==> config.mk <==
export PLATFORM = sky130hd
export DESIGN_NAME = bus_master_if
export DESIGN_NICKNAME = d
export VERILOG_FILES = /design/src/rtl/bus_master_if.sv
export SDC_FILE = /design/constraint.sdc
export NUM_CORES = 1
export LEC_CHECK = 0
export CORE_MARGIN = 2
export CORE_UTILIZATION = 41
export CTS_CLUSTER_DIAMETER = 120
export CTS_CLUSTER_SIZE = 28
export DETAILED_ROUTE_END_ITERATION = 10
export PLACE_DENSITY_LB_ADDON = 0.08
export RECOVER_POWER = 100
export SETUP_SLACK_MARGIN = 0.2
export SYNTH_ARGS = -nofsm -noshare
export SYNTH_HDL_FRONTEND = slang
export SYNTH_SLANG_ARGS = --single-unit
==> constraint.sdc <==
create_clock -name clk -period 2.26 [get_ports clk]
set_input_delay 0.452 -clock clk [delete_from_list [all_inputs] [get_ports clk]]
set_output_delay 0.452 -clock clk [all_outputs]
set_load 0.005 [all_outputs]
==> src/rtl/bus_master_if.sv <==
// -----------------------------------------------------------------------------
// bus_master_if
//
// Master-side bus interface between one CPU pipeline stage (IF or MEM) and the
// shared bus. A single word access from the pipeline is latched, the bus is
// requested from the arbiter, a one-cycle address strobe is issued on grant and
// the slave's ready/read data is awaited. A watchdog aborts accesses to slaves
// that never answer.
//
// Ports
//   clk          system clock, rising edge
//   reset        synchronous, active-high reset
//   stall        pipeline stall; holds a completed result in STALL
//   flush        pipeline flush; blocks acceptance of a new request in IDLE
//   if_as        pipeline access request
//   if_rw        1 = read, 0 = write
//   if_addr      word address (30 bits)
//   if_wr_data   write data (32 bits)
//   if_rd_data   read data returned to the pipeline (32 bits)
//   busy         pipeline must stall while high (combinational)
//   err          one-cycle pulse on watchdog abort
//   bus_req      request to the arbiter
//   bus_grnt     grant from the arbiter
//   bus_as       bus address strobe, high for the first ACCESS cycle only
//   bus_rw       bus read/write
//   bus_addr     bus word address (30 bits)
//   bus_wr_data  bus write data (32 bits)
//   bus_rd_data  read data from the slave read mux (32 bits)
//   bus_rdy      ready from the slave read mux
// -----------------------------------------------------------------------------
module bus_master_if #(
    parameter int TIMEOUT = 255,
    parameter int CNT_W   = 8
) (
    input  logic        clk,
    input  logic        reset,
    input  logic        stall,
    input  logic        flush,
    input  logic        if_as,
    input  logic        if_rw,
    input  logic [29:0] if_addr,
    input  logic [31:0] if_wr_data,
    output logic [31:0] if_rd_data,
    output logic        busy,
    output logic        err,
    output logic        bus_req,
    input  logic        bus_grnt,
    output logic        bus_as,
    output logic        bus_rw,
    output logic [29:0] bus_addr,
    output logic [31:0] bus_wr_data,
    input  logic [31:0] bus_rd_data,
    input  logic        bus_rdy
);

    typedef enum logic [1:0] {
        IDLE   = 2'd0,
        REQ    = 2'd1,
        ACCESS = 2'd2,
        STALL  = 2'd3
    } state_t;

    // A TIMEOUT of zero turns the watchdog off entirely.
    localparam bit               WD_EN    = (TIMEOUT != 0);
    localparam logic [CNT_W-1:0] CNT_LAST = WD_EN ? CNT_W'(TIMEOUT - 1) : '0;

    state_t            state_q, state_d;
    logic              bus_req_q, bus_req_d;
    logic              bus_as_q, bus_as_d;
    logic              bus_rw_q, bus_rw_d;
    logic [29:0]       bus_addr_q, bus_addr_d;
    logic [31:0]       bus_wr_data_q, bus_wr_data_d;
    logic [31:0]       rd_data_q, rd_data_d;
    logic              err_q, err_d;
    logic [CNT_W-1:0]  cnt_q, cnt_d;
    logic              release_bus;

    always_ff @(posedge clk) begin
        if (reset) begin
            state_q       <= IDLE;
            bus_req_q     <= 1'b0;
            bus_as_q      <= 1'b0;
            bus_rw_q      <= 1'b1;
            bus_addr_q    <= '0;
            bus_wr_data_q <= '0;
            rd_data_q     <= '0;
            err_q         <= 1'b0;
            cnt_q         <= '0;
        end else begin
            state_q       <= state_d;
            bus_req_q     <= bus_req_d;
            bus_as_q      <= bus_as_d;
            bus_rw_q      <= bus_rw_d;
            bus_addr_q    <= bus_addr_d;
            bus_wr_data_q <= bus_wr_data_d;
            rd_data_q     <= rd_data_d;
            err_q         <= err_d;
            cnt_q         <= cnt_d;
        end
    end

    always_comb begin
        state_d       = state_q;
        bus_req_d     = bus_req_q;
        bus_as_d      = 1'b0;          // strobe lives for exactly one cycle
        bus_rw_d      = bus_rw_q;
        bus_addr_d    = bus_addr_q;
        bus_wr_data_d = bus_wr_data_q;
        rd_data_d     = rd_data_q;
        err_d         = 1'b0;          // err is a single-cycle pulse
        cnt_d         = cnt_q;
        release_bus   = 1'b0;

        case (state_q)
            IDLE: begin
                if (if_as && !flush) begin
                    bus_rw_d      = if_rw;
                    bus_addr_d    = if_addr;
                    bus_wr_data_d = if_wr_data;
                    bus_req_d     = 1'b1;
                    state_d       = REQ;
                end
            end
            REQ: begin
                if (bus_grnt) begin
                    bus_as_d = 1'b1;
                    cnt_d    = '0;
                    state_d  = ACCESS;
                end
            end
            ACCESS: begin
                // Ready is checked before the watchdog so a reply on the
                // boundary cycle completes normally.
                if (bus_rdy) begin
                    if (bus_rw_q) begin
                        rd_data_d = bus_rd_data;
                    end
                    release_bus = 1'b1;
                end else if (WD_EN && (cnt_q == CNT_LAST)) begin
                    err_d       = 1'b1;
                    rd_data_d   = '0;
                    release_bus = 1'b1;
                end else begin
                    cnt_d = cnt_q + CNT_W'(1);
                end
            end
            STALL: begin
                if (!stall) begin
                    state_d = IDLE;
                end
            end
            default: begin
                state_d = IDLE;
            end
        endcase

        // Completion and abort share the same bus release, so the bus is
        // never held once the master leaves ACCESS.
        if (release_bus) begin
            bus_req_d     = 1'b0;
            bus_rw_d      = 1'b1;
            bus_addr_d    = '0;
            bus_wr_data_d = '0;
            state_d       = stall ? STALL : IDLE;
        end
    end

    assign busy = (state_q == REQ) || (state_q == ACCESS) ||
                  ((state_q == IDLE) && if_as && !flush);

    assign if_rd_data  = rd_data_q;
    assign err         = err_q;
    assign bus_req     = bus_req_q;
    assign bus_as      = bus_as_q;
    assign bus_rw      = bus_rw_q;
    assign bus_addr    = bus_addr_q;
    assign bus_wr_data = bus_wr_data_q;

endmodule

==> flow_metrics.tcl, run 1 <==
set metrics [dict create \
    rows 36 \
    avgSynthCellArea_um2 8.20 \
    syn_area_mm2 0.00419 \
    initial_core_util_pct 42.5 \
    clk_latency_ns 0.35 \
    synthFlopType "dfxtp_1" \
    synth_cell_type_count 37 \
    core_area_mm2 0.00986 \
    via_per_inst 5.07 \
    synth_compound_area_share_pct 21.7 \
    max_freq_mhz 512 \
    synthMuxAreaShare_pct 0.597 \
    layout.nets 802 \
    synth_xor_area_share_pct 0 \
    htreeDepth 3 \
    diodes 0 \
    busiest_layer "met2" \
    die_w_um 105 \
    track_usage_pct 21.9 \
    critPathMaxFanout 12 \
    setup_viol 0 \
    antenna_found_initial 0 \
    drt_first_pass_iters 4 \
    grt-ovfl-total 0 \
    ys_async_sr_fraction_pct 0 \
    p_leak_uw 0.00251 \
    powerDensity_mw_per_mm2 721 \
    pwr-share-comb_pct 30.0 \
    io_buffers 200 \
    grt_pass1_wl_um 19700 \
    maxSlewViolCount 0 \
    fin_skew_ns 0.00978 \
    synth-edff-count 0 \
    yosysSeqAreaShare_pct 51.6 \
    synth_nets 619 \
    met1_usage_pct 26.4 \
    synth_simple_gate_area_share_pct 19.3 \
    drtIter0Drc 200 \
    slew-limit-headroom_pct 56.3 \
    power_frac_seq_pct 46.4 \
    fp.dieArea_mm2 0.0110 \
    avgRoutedWirePerCell_um 14.6 \
    worst_pin_slew_ns 0.656 \
    endpoint_kind "register" \
    drt_wl_total_um 12200 \
    required_ns 2.55 \
    clk_pin_slew_ns 0.10 \
    grt_max_degree 65 \
    finalCriticalPeriod_ns 1.96 \
    place_congestion 0.822 \
    io_pins 201 \
    startpoint_type "register" \
    synthAdderAreaFrac_pct 1.79 \
    ctsHoldBuffers 0 \
    hpwl_um 8520 \
    netSwitchingFraction_pct 30.5 \
    hold_class "register to register" \
    final_cell_mix "nand2_1, dfxtp_1, a21oi_1, clkdlybuf4s50_1, dlygate4sd3_1" \
    use_met3_pct 9.23 \
    cts_tree "built" \
    drc 0 \
    fillers 824 \
    cp.arrival_ns 2.25 \
    setup-tns-final_ns 0 \
    cts_buffers 9 \
    hold_viol_final 0 \
    vdd.ir_drop.worst_v 0.000430 \
    ant_nets 0 \
    die_h_um 105 \
    max-cap-violations 0 \
    yosys_warnings 0 \
    synthCells 511 \
    drive_gt1_share_pct 5.01 \
    syn_to_final_growth_pct 55.2 \
    cpPeakStageDelay_ns 0.51 \
    internal_power_uw 3260 \
    cts_buffer_depth 2 \
    route.vias.total 4222 \
    fin_util_pct 65.9 \
    crit_chain "buf_4 -> ha_1 -> mux2_1 -> o211ai_2 -> or4_1 -> a21oi_1" \
    power_switching_uw 1430 \
    critical_path_class "register to register" \
    synth_seq_cells 108 \
    synth_top_family_by_area "compound AO/OA/AOI/OAI gates" \
    outcome "complete, no violations" \
    rsz0062_at_grt "no" \
    crit_slowest_cell "or4_1" \
    power.share.clock_pct 23.6 \
    met2_usage_pct 36.0 \
    final_common_cell "nand2_1" \
    grt_pass1_vias 4064 \
    cts-root-buf "clkbuf_8" \
    clock-sinks 108 \
    finalCritPeriodShare_pct 86.5 \
]
metrics by stage:
step	cell area (µm²)	hold slack (ns)	total power (µW)	instances	setup slack, ns
4_1_cts	6510	0.459	4830	832	0.336
2_1_floorplan	4190	0.453	2950	511	0.611
3_5_place_dp	6290	0.447	3700	814	0.0606
3_3_place_gp	6290	0.442	3650	814	0.0852
6_report	6500	0.453	4690	832	0.305
5_1_grt	6500	0.474	4980	832	0.156
critical path: cells and delay by family (launching register included):
| family | cells | cell delay (ns) |
|---|---|---|
| AND/OR/NAND/NOR | 1 | 0.51 |
| adder cells (fa/ha/maj) | 1 | 0.26 |
| buffers and inverters | 1 | 0.13 |
| flip-flops | 1 | 0.33 |
| AO/OA/AOI/OAI | 2 | 0.35 |
| multiplexers | 1 | 0.30 |
cells in the mapped netlist (2+ instances only):
| master | count | area [µm²] |
|---|---|---|
| nand2_1 | 168 | 631 |
| inv_1 | 7 | 26.3 |
| nand2b_1 | 2 | 12.5 |
| nor2_1 | 4 | 15.0 |
| ha_1 | 6 | 75.1 |
| o21ai_0 | 5 | 25.0 |
| dfxtp_1 | 108 | 2160 |
| clkbuf_1 | 18 | 67.6 |
| buf_2 | 18 | 90.1 |
| a311oi_1 | 32 | 280 |
| or3_1 | 5 | 31.3 |
| o221ai_1 | 2 | 17.5 |
| nor2b_1 | 2 | 12.5 |
| and3_1 | 2 | 12.5 |
| nand4_1 | 2 | 12.5 |
| and2_1 | 2 | 12.5 |
| a21oi_1 | 105 | 526 |
| nand3_1 | 4 | 20.0 |
metal layers:
metal	share of wire, %	wire, µm	vias up
met3	9.7	1190	17
li1	-	-	2129
met1	42	5090	1915
met5	0	0	-
met2	47	5690	161
met4	1.9	226	0
final cells by class:
| cell class | count | area (µm²) | share of cell area [%] |
|---|---|---|---|
| Sequential cell | 108 | 2160 | 33.3 |
| Clock buffer | 13 | 169 | 2.60 |
| Clock inverter | 3 | 20.0 | 0.308 |
| Tap cell | 133 | 166 | 2.56 |
| Inverter | 7 | 26.3 | 0.404 |
| Multi-Input combinational cell | 357 | 1830 | 28.2 |
| Timing Repair Buffer | 211 | 2120 | 32.6 |
logic make-up (layout without fill, tap and decap cells):
family	after synthesis	count (layout)
AOI/OAI and AO/OA	152	152
adders and majority gates	6	6
and+or+nand+nor	197	197
DFF	108	108
buffers and inverters	46	234
muxes	2	2
final timing paths:
check | end | slack [ns] | cells past startpoint | start
min reg2reg | bus_addr[8] | 0.45 | 2 | bus_addr[8]
min | bus_addr[8] | 0.45 | 2 | bus_addr[8]
max | cnt_q[7] | 0.30 | 6 | state_q[0]
max reg2reg | cnt_q[7] | 0.30 | 6 | state_q[0]
sequential cells by signal, summed over array words and instances (netlist names):
register / cells
bus_addr: 30
bus_as: 1
bus_req: 1
bus_rw: 1
bus_wr_data: 32
cnt_q: 8
err: 1
if_rd_data: 32
state_q: 2
repair_timing:
| item | CTS | global route |
|---|---|---|
| buffers inserted | 2 | 0 |
| setup endpoints to repair | 1 | 33 |
| endpoints found under the hold margin | 0 | 0 |
| resized for setup | 5 | 1 |
power groups by stage:
stage	clock [µW]	sequential, µW	combinational (µW)
2_1_floorplan	0	2240	709
3_3_place_gp	0	2220	1430
3_5_place_dp	0	2230	1460
4_1_cts	1150	2190	1490
5_1_grt	1230	2200	1550
6_report	1110	2180	1410
Note: power is estimated with default switching activity, not from simulation.
==> run 2, diff against run 1 <==
--- a/config.mk
+++ b/config.mk
@@ -10,7 +10,7 @@
 export CTS_CLUSTER_DIAMETER = 120
 export CTS_CLUSTER_SIZE = 28
 export DETAILED_ROUTE_END_ITERATION = 10
-export PLACE_DENSITY_LB_ADDON = 0.08
+export PLACE_DENSITY = 0.9
 export RECOVER_POWER = 100
 export SETUP_SLACK_MARGIN = 0.2
 export SYNTH_ARGS = -nofsm -noshare
==> run 2 against run 1 <==
  * Critical path depth stayed put
  * Sequential power barely moved
  * Routed wire length down 2.2%
  * Sequential cell count did not move
  * Highest routed layer unchanged
==> flow_metrics.tcl, run 2 (synthesis results as in run 1) <==
set metrics [dict create \
    htreeDepth 3 \
    totalPowerFinal_uw 4850 \
    holdPathStages 2 \
    grt-ovfl-total 0 \
    fin_area_mm2 0.00654 \
    final_cell_mix "nand2_1, dfxtp_1, a21oi_1, clkdlybuf4s50_1, dlygate4sd3_1" \
    initial_core_util_pct 42.5 \
    fin_skew_ns 0.0111 \
    clk_latency_ns 0.35 \
    layout.nets 804 \
    internal_power_uw 3360 \
    met1Wirelength_um 4890 \
    max-cap-violations 0 \
    r2r_start "state_q[1]" \
    grt_pass1_vias 4122 \
    drc 0 \
    syn_to_final_growth_pct 56.1 \
    critPathMaxFanout 12 \
    track_usage_pct 21.1 \
    outcome "complete, no violations" \
    ctsHoldBuffers 0 \
    maxSlewViolCount 0 \
    clock-sinks 108 \
    place_congestion 0.893 \
    drt_wl_total_um 11900 \
    grt_max_degree 65 \
    drive_gt1_share_pct 5.14 \
    top_layer_used "met4" \
    power.share.clock_pct 26.2 \
    hold_viol_final 0 \
    final_common_cell "nand2_1" \
    ant_nets 0 \
    cpPeakStageDelay_ns 0.52 \
    cts_buffers 9 \
    diodes 0 \
    endpoint_kind "register" \
    setup_viol 0 \
    setup-tns-final_ns 0 \
    io_buffers 200 \
    max_freq_mhz 507 \
    netSwitchingFraction_pct 30.8 \
    antenna_found_initial 0 \
    hpwl_um 8570 \
    slew-limit-headroom_pct 57.6 \
    startpoint_type "register" \
    cts_tree "built" \
    p_leak_uw 0.00253 \
    vdd.ir_drop.worst_v 0.000463 \
    drtIter0Drc 173 \
    r2r_end "cnt_q[7]" \
    rsz0062_at_grt "no" \
    route.vias.total 4279 \
    r2r_cells 6 \
    pwr-share-comb_pct 28.9 \
    crit_chain "clkbuf_1 -> ha_1 -> mux2_4 -> o211ai_2 -> or4_1 -> a21oi_1" \
    via_per_inst 5.13 \
    power_frac_seq_pct 44.9 \
    clk_pin_slew_ns 0.10 \
    finalCriticalPeriod_ns 1.97 \
    ff2ff_setup_slack_ns 0.29 \
    dr_wl_met3_um 1020 \
    cp.arrival_ns 2.26 \
    cts_buffer_depth 2 \
    fp.dieArea_mm2 0.0110 \
    die_w_um 105 \
    io_pins 201 \
    grt_pass1_wl_um 19400 \
    die_h_um 105 \
    finalCritPeriodShare_pct 87.3 \
    cts-root-buf "clkbuf_8" \
    critical_path_class "register to register" \
    rows 36 \
    avgRoutedWirePerCell_um 14.3 \
    required_ns 2.55 \
    crit_slowest_cell "or4_1" \
    min-delay-start "bus_addr[20]" \
    powerDensity_mw_per_mm2 741 \
    min_to "bus_addr[20]" \
    dr_wl_met2_um 5830 \
    power_switching_uw 1490 \
    core_area_mm2 0.00986 \
    worst_pin_slew_ns 0.635 \
    placed_cell_area_mm2 0.00631 \
    drt_first_pass_iters 4 \
    hold_class "register to register" \
]
-- run 2: worst max-delay path by stage --
stage | start | end | slack [ns] | cells after the start
after floorplan | state_q[0] | cnt_q[7] | 0.61 | 7
after global placement | if_as | busy | 0.08 | 5
after detailed placement | if_as | busy | 0.04 | 5
after CTS | state_q[1] | busy | 0.32 | 4
after global routing | state_q[1] | cnt_q[7] | 0.13 | 6
final | state_q[1] | cnt_q[7] | 0.29 | 6
-- run 2: routing by layer --
metal | track usage, % | vias up
li1 | - | 2132
met1 | 25.2 | 1968
met2 | 36.1 | 164
met3 | 7.55 | 15
met4 | 5.33 | 0
met5 | 0 | -
-- run 2: layout make-up --
class / instances / area, µm²
Fill cell: 754 / 3320
Sequential cell: 108 / 2160
Timing Repair Buffer: 213 / 2130
Multi-Input combinational cell: 357 / 1840
Tap cell: 133 / 166
Clock buffer: 11 / 151
Clock inverter: 5 / 67.6
Inverter: 7 / 26.3
-- run 2: through the flow --
stage	cells	utilization [%]	hold slack (ns)	setup slack (ns)
3_5_place_dp	816	64.0	0.448	0.0404
4_1_cts	834	66.4	0.462	0.320
3_3_place_gp	816	64.0	0.441	0.0783
6_report	834	66.3	0.456	0.286
5_1_grt	834	66.3	0.482	0.134
2_1_floorplan	511	-	0.453	0.611
-- run 2: power groups by stage --
stage	logic [µW]	clock network, µW	registers, µW
after floorplan	709	0	2240
after global placement	1400	0	2230
after detailed placement	1440	0	2240
after CTS	1480	1300	2190
after global routing	1530	1390	2200
final	1400	1270	2180
-- run 2: worst max-delay path, delay by kind of cell (launching register included) --
family / cells / cell delay, ns
AO/OA/AOI/OAI: 2 / 0.34
AND/OR/NAND/NOR: 1 / 0.52
multiplexers: 1 / 0.22
adder cells (fa/ha/maj): 1 / 0.31
flip-flops: 1 / 0.37
buffers and inverters: 1 / 0.16
-- run 2: what timing repair did --
item	CTS	global route
setup endpoints to repair	1	0
resized for setup	5	0
buffers inserted	2	0
